$ cat src/rtl/binary_down_counter_pkg.sv
`default_nettype none
// ============================================================================
// Module      : binary_down_counter_pkg
// Description : Shared constants for the loadable down-counter timer:
//               control-state encodings and the default counter width.
// Revision    : 1.0 - initial release
// ============================================================================
package binary_down_counter_pkg;

    // Control FSM encodings (explicit 2-bit width)
    localparam logic [1:0] c_IDLE = 2'b00;  // nothing loaded
    localparam logic [1:0] c_RUN  = 2'b01;  // counting toward zero
    localparam logic [1:0] c_DONE = 2'b10;  // one-shot has expired

    // Default counter width
    localparam int c_DEFAULT_WIDTH = 8;

endpackage : binary_down_counter_pkg
`default_nettype wire

$ cat src/rtl/binary_down_counter_t_flip_flop.sv
`default_nettype none
// ============================================================================
// Module      : t_flip_flop
// Description : Single toggle flip-flop cell. The output inverts on every
//               clock edge where t is high. Reset is synchronous and clears
//               q to zero.
// Revision    : 1.0 - initial release
// ============================================================================
module t_flip_flop (
    input  logic clock,
    input  logic reset,
    input  logic t,
    output logic q
);

    logic r_q;

    // Toggle storage: reset clears the cell, otherwise invert when t is set
    always_ff @(posedge clock) begin
        if (reset) begin
            r_q <= 1'b0;
        end else if (t) begin
            r_q <= ~r_q;
        end
    end

    assign q = r_q;

endmodule : t_flip_flop
`default_nettype wire

$ cat src/rtl/binary_down_counter.sv
`default_nettype none
// ============================================================================
// Module      : binary_down_counter
// Description : Loadable synchronous down-counter used as a programmable
//               interval timer. Counts a loaded value down to zero, emits a
//               one-cycle terminal-count pulse and can optionally reload the
//               start value automatically. The count register is built from
//               toggle flip-flops driven by a synchronous borrow chain.
// Revision    : 1.0 - initial release
// ============================================================================
module binary_down_counter
    import binary_down_counter_pkg::*;
#(
    parameter int WIDTH = c_DEFAULT_WIDTH
) (
    input  logic             clock,
    input  logic             reset,
    input  logic             toggle,
    input  logic             load,
    input  logic [WIDTH-1:0] load_value,
    input  logic             reload,
    output logic [WIDTH-1:0] A,
    output logic             zero,
    output logic             tc,
    output logic             busy
);

    localparam logic [WIDTH-1:0] c_ONE = {{(WIDTH-1){1'b0}}, 1'b1};

    logic [1:0]       r_state;
    logic [1:0]       w_state_next;
    logic [WIDTH-1:0] r_reload_val;
    logic             r_zero;
    logic             r_tc;
    logic             r_busy;

    logic [WIDTH-1:0] w_q;        // current count from the flip-flop chain
    logic [WIDTH-1:0] w_t;        // per-bit toggle requests
    logic [WIDTH-1:0] w_borrow;   // high when every lower bit is zero
    logic [WIDTH-1:0] w_a_next;   // count value after this edge
    logic             w_step;     // a decrement is requested this cycle
    logic             w_terminal; // this decrement takes the count through 1

    assign w_step     = toggle && (r_state == c_RUN);
    assign w_terminal = w_step && (w_q == c_ONE);

    // Counter datapath: one toggle cell per bit plus the borrow chain
    generate
        for (genvar i = 0; i < WIDTH; i++) begin : g_bits
            if (i == 0) begin : g_borrow_lsb
                assign w_borrow[i] = 1'b1;
            end else begin : g_borrow_upper
                assign w_borrow[i] = w_borrow[i-1] & ~w_q[i-1];
            end

            t_flip_flop u_tff (
                .clock (clock),
                .reset (reset),
                .t     (w_t[i]),
                .q     (w_q[i])
            );
        end
    endgenerate

    // Toggle selection: load beats reload, reload beats a plain decrement.
    // Loading is expressed as "flip every bit that differs" from the target.
    always_comb begin
        w_t = '0;
        if (load) begin
            w_t = w_q ^ load_value;
        end else if (w_terminal && reload) begin
            w_t = w_q ^ r_reload_val;
        end else if (w_step) begin
            w_t = w_borrow;
        end
    end

    assign w_a_next = w_q ^ w_t;

    // Next-state decode for the control FSM
    always_comb begin
        w_state_next = r_state;
        if (load) begin
            w_state_next = (load_value != '0) ? c_RUN : c_IDLE;
        end else if (w_terminal && !reload) begin
            w_state_next = c_DONE;
        end
    end

    // Control state, reload value and registered status flags
    always_ff @(posedge clock) begin
        if (reset) begin
            r_state      <= c_IDLE;
            r_reload_val <= '0;
            r_zero       <= 1'b1;
            r_tc         <= 1'b0;
            r_busy       <= 1'b0;
        end else begin
            r_state <= w_state_next;
            if (load) begin
                r_reload_val <= load_value;
            end
            // zero tracks the value the counter takes on this same edge
            r_zero <= (w_a_next == '0);
            // a load on the terminal edge suppresses the pulse
            r_tc   <= w_terminal && !load;
            r_busy <= (w_state_next == c_RUN);
        end
    end

    assign A    = w_q;
    assign zero = r_zero;
    assign tc   = r_tc;
    assign busy = r_busy;

endmodule : binary_down_counter
`default_nettype wire

$ cat config.mk
export PLATFORM = sky130hd
export DESIGN_NAME = binary_down_counter
export DESIGN_NICKNAME = d
export VERILOG_FILES = /design/src/rtl/binary_down_counter_pkg.sv /design/src/rtl/binary_down_counter_t_flip_flop.sv /design/src/rtl/binary_down_counter.sv
export SDC_FILE = /design/constraint.sdc
export NUM_CORES = 1
export LEC_CHECK = 0
export BUFFER_PORTS_ARGS = -buffer_cell sky130_fd_sc_hd__buf_2
export CORE_MARGIN = 2
export CORE_UTILIZATION = 59
export CTS_CLUSTER_SIZE = 40
export DETAILED_ROUTE_END_ITERATION = 10
export GPL_ROUTABILITY_DRIVEN = 0
export HOLD_SLACK_MARGIN = 0.1
export PLACE_DENSITY = 0.92
export SYNTH_ARGS = -nofsm -noshare
export SYNTH_HDL_FRONTEND = slang
export SYNTH_HIERARCHICAL = 1
export SYNTH_SLANG_ARGS = --single-unit
$ cat constraint.sdc
create_clock -name clock -period 3.6 [get_ports clock]
set_input_delay 0.54 -clock clock [delete_from_list [all_inputs] [get_ports clock]]
set_output_delay 0.54 -clock clock [all_outputs]
set_load 0.01 [all_outputs]
* Yosys cells after proc, flatten, opt, wreduce, memory -nomap -nowiden
Index checks and enable logic that the tools add are counted. Widths: inputs -> output; s select.
Cells by class: equal/unequal tests 3, multiplexer cells 6, bitwise gates (word level) 17, reduce and logical (&&, ||, !) cells 9
Operators by type and width (count):
- $mux 8 | 3
- $xor 8x8->8 | 3
- $eq 8x1->1 const B | 1
- $logic_not 8->1 | 1
- $not 1->1 | 8
- $reduce_bool 8->1 | 1
- $and 1x1->1 | 6
- $logic_and 1x1->1 | 5
- $eq 2x1->1 const B | 2
- $mux 2 | 2
- $logic_not 1->1 | 2
- $mux 1 | 1
Storage, ports and cells: register bits 21, input bits 13, output and inout port bits 11

* Depth between registers and ports, before layout
depth in word-level cells 12, mapped depth 7, gate-level depth less buffers 6

* Modules after synthesis
The synthesis kept the hierarchy.
Modules (own cells, without submodules):
- binary_down_counter | instances 1, cells an instance 139, area an instance 1088.5 µm²
- t_flip_flop | instances 8, cells an instance 3, area an instance 32.5 µm²

* Worst setup path before layout
OpenSTA, ideal clock, no wires.
kind input port to flip-flop, start input port reload, end register g_bits[7].u_tff.r_q, setup time 0.115 ns, data arrival time 1.889 ns, required time 3.485 ns, slack 1.596 ns, cell stages on the path 6, buffers on the path 0, cells stage by stage or3b_2 > a2111oi_2 > o211ai_1 > o21ai_0 > xnor2_1 > nor2_1
On the way: cells in the longest elaborated chain, start to end 3
Ends and longest elaborated chain:
- from (decl) | RTL line binary_down_counter.sv:21 | input logic reload,
- $logic_and 1x1->1 | RTL line binary_down_counter.sv:71 | end else if (w_terminal && reload) begin
- $mux 8 | RTL line binary_down_counter.sv:71
- $mux 8 | RTL line binary_down_counter.sv:69 | if (load) begin
- net w_t[7] | RTL line binary_down_counter.sv:38 | logic [WIDTH-1:0] w_t;
- to (signal assigned) | RTL line binary_down_counter_t_flip_flop.sv:23 | r_q <= ~r_q;
- to (decl) | RTL line binary_down_counter_t_flip_flop.sv:16 | logic r_q;
The timed path passes the listed nets, and every way through them passes these cells. A chain may end at the register's enable or synchronous reset.

* Final worst setup path
start register g_bits[0].u_tff.r_q, end register g_bits[6].u_tff.r_q
On the way: cells in the longest elaborated chain, start to end 9
Ends and longest elaborated chain:
- from (decl) | RTL line binary_down_counter_t_flip_flop.sv:16
- from (signal assigned) | RTL line binary_down_counter_t_flip_flop.sv:23
- $not 1->1 | RTL line binary_down_counter.sv:53 | assign w_borrow[i] = w_borrow[i-1] & ~w_q[i-1];
- $and 1x1->1 (5 in series) | RTL line binary_down_counter.sv:53
- $mux 8 | RTL line binary_down_counter.sv:73 | end else if (w_step) begin
- $mux 8 * | RTL line binary_down_counter.sv:71
- $mux 8 * | RTL line binary_down_counter.sv:69
- net w_t[6] | RTL line binary_down_counter.sv:38
- to (signal assigned) | RTL line binary_down_counter_t_flip_flop.sv:23
- to (decl) | RTL line binary_down_counter_t_flip_flop.sv:16
The timed path passes the listed nets; every way through them passes the cells marked *.

==> impl_metrics.json <==
{
  "busiest_layer": "met2",
  "rows": 17,
  "crit_start": "g_bits[0].u_tff/q",
  "cts.path.max_buffers": 2,
  "yosys-top-cells-count": "dfxtp_1 (21), nor2_1 (20), xnor2_1 (14), o21ai_0 (11)",
  "p_total_mw": 0.6474,
  "ir_worst_vdd_mv": 0.3294,
  "setup-tns-final_ns": 0,
  "grt_pass1_wl_mm": 5.250,
  "rr_worst_depth": 6,
  "cp_max_fo": 13,
  "period_minus_slack_ns": 2.349,
  "yosysTopAreaCellShare_pct": 31.17,
  "diodes": 0,
  "path_clk_slew_ns": 0.12,
  "synthesis.area_um2": 1349,
  "rsz0062_at_grt": "false",
  "htreeDepth": 1,
  "core_um2": 2191,
  "power.density_nw_per_um2": 433.3,
  "clockRootBuffer": "clkbuf_4",
  "routedWlPerCell_um": 15.03,
  "synthMostInstantiatedCell": "dfxtp_1",
  "skew_ns": 0.002953,
  "die_x_um": 51.82,
  "drt_first_pass_iters": 4,
  "synth-edff-count": 0,
  "maxCapViolCount": 0,
  "fmax_mhz": 425.7,
  "yosysWarningCount": 6,
  "io_pins": 24,
  "use_met3_pct": 4.023,
  "dp_hpwl_mm": 2.199,
  "wl_mm": 3.157,
  "tritoncts": "built",
  "vias": 1317,
  "clkLatencyLatePin_ns": 0.31,
  "async_reset_ff_share_pct": 0,
  "postCtsHoldBufs": 0,
  "syn_area_per_cell_um2": 8.275,
  "r2r_start": "g_bits[0].u_tff/q",
  "ys_types": 47,
  "met1_usage_pct": 34.60,
  "finalCritPeriodShare_pct": 65.25,
  "drcViolationCount": 0,
  "synth_area_leaders": "dfxtp_1 (31%), xnor2_1 (9.1%), nor2_1 (5.6%), mux2i_1 (4.5%), o21ai_0 (4.1%)",
  "grt_pass1_vias": 1151,
  "cts.sinks": 21,
  "layout-drive-gt1-share_pct": 20.88,
  "worstMarginPinSlew_ns": 0.7353,
  "synth-seq-cells": 21,
  "grt_max_degree": 34,
  "whs_path_depth": 3,
  "antenna_found_initial": 0,
  "cts_made_buffers": 3,
  "vias_per_cell": 6.271,
  "ys_seq_area_share_pct": 31.17,
  "syn_nets": 176,
  "maxSlewHeadroom_pct": 50.31,
  "start_util_pct": 61.56,
  "grt_usage_pct": 25.82,
  "dp.cells": 206,
  "path_class": "reg -> reg",
  "post_cts_buffers": 0,
  "hold_path.class": "in -> reg",
  "postSynthCellCount": 163,
  "die_height_um": 51.82,
  "crit_arrival_ns": 2.55,
  "endpoint_kind": "register",
  "ant_nets": 0,
  "finalSetupViolations": 0,
  "status": "finished clean",
  "drv_slew": 0,
  "cp.required_ns": 3.81,
  "drt_iter0_drc": 55,
  "final_cells": 210,
  "worst_setup_path_start_kind": "register",
  "areaGrowthSynthToFinish_pct": 10.76,
  "synth_top_flop_cell": "dfxtp_1",
  "nNetsFinal": 196,
  "hp-start": "load_value[6]",
  "leakage_nw": 0.5879,
  "synth_largest_area_cell": "dfxtp_1",
  "die_area_um2": 2685,
  "overflow": 0,
  "postCtsResizedCells": 0,
  "portBuffers": 23,
  "use_met2_pct": 42.52,
  "hold_viol": 0
}
==> registers in the layout, indices dropped and copies added, names as in the netlist <==
name / flops
r_reload_val: 8
zero: 1
g_bits.u_tff/q: 8
tc: 1
r_state: 2
busy: 1
==> path summary, 6_finish.rpt <==
kind / to / slack [ns]
hold reg to reg: r_reload_val[2] / 0.52
setup / recovery: g_bits[6].u_tff/q / 1.25
setup reg to reg: g_bits[6].u_tff/q / 1.25
hold / removal: r_reload_val[6] / 0.50
==> where the power goes <==
group          switching, mW  leakage [nW]  internal [mW]
Combinational          0.113         0.397          0.105
Clock                 0.0764        0.0177         0.0416
Sequential            0.0530         0.174          0.258
Total                  0.243         0.588          0.405
==> metal layers <==
metal / vias to the layer above / part of all wire, %
li1: 630 / -
met1: 608 / 44
met2: 71 / 47
met3: 8 / 7.8
met4: 0 / 1.3
met5: - / 0
==> critical path, stage by stage (launching register included) <==
cell      delay (ns)
dfxtp_1         0.65
or3b_4          0.49
or3_1           0.40
o311ai_0        0.31
o21ai_0         0.18
xnor2_1         0.16
nor2_1          0.05
==> kinds of logic (layout without fill, tap and decap cells) <==
group                  Yosys count  count (layout)  share of synthesized area [%]
AO/OA/AOI/OAI                   44              44                          22.91
XOR/XNOR                        18              18                          11.69
buffers and inverters           16              35                          4.638
flip-flops                      21              21                          31.17
multiplexers                     6               6                          4.453
AND/OR/NAND/NOR                 58              58                          25.14
==> area by class of cell <==
class / count / area, um2
Tap cell: 28 / 35.03
Clock inverter: 1 / 5.005
Sequential cell: 21 / 420.4
Multi-Input combinational cell: 126 / 865.8
Timing Repair Buffer: 23 / 115.1
Fill cell: 179 / 696.9
Clock buffer: 3 / 22.52
Inverter: 8 / 30.03
==> placed cells by master, fill, tap and decap left out, drive strengths merged, types with 3 or more instances in the layout <==
cell | netlist | routed
dfxtp | 21 | 21
xor2 | 4 | 4
xnor2 | 14 | 14
a211oi | 3 | 3
o21ai | 11 | 11
buf | 3 | 23
or4 | 4 | 4
nor3 | 4 | 4
o211ai | 3 | 3
nor4 | 4 | 4
a21oi | 10 | 10
clkbuf | 5 | 3
mux2i | 6 | 6
nor2 | 20 | 20
nand2 | 10 | 10
inv | 8 | 8
o41ai | 3 | 3
==> stage by stage <==
stage | hold WS, ns | instance area (um2) | utilization, % | setup slack, ns
4_1_cts | 0.5083 | 1494 | 68.19 | 1.279
3_3_place_gp | 0.4819 | 1466 | 66.93 | 1.292
3_5_place_dp | 0.4864 | 1466 | 66.93 | 1.197
5_1_grt | 0.5234 | 1494 | 68.19 | 1.126
2_1_floorplan | 0.4602 | 1349 | - | 1.596
6_report | 0.5011 | 1494 | 68.19 | 1.251
Note: power is estimated with default switching activity, not from simulation.
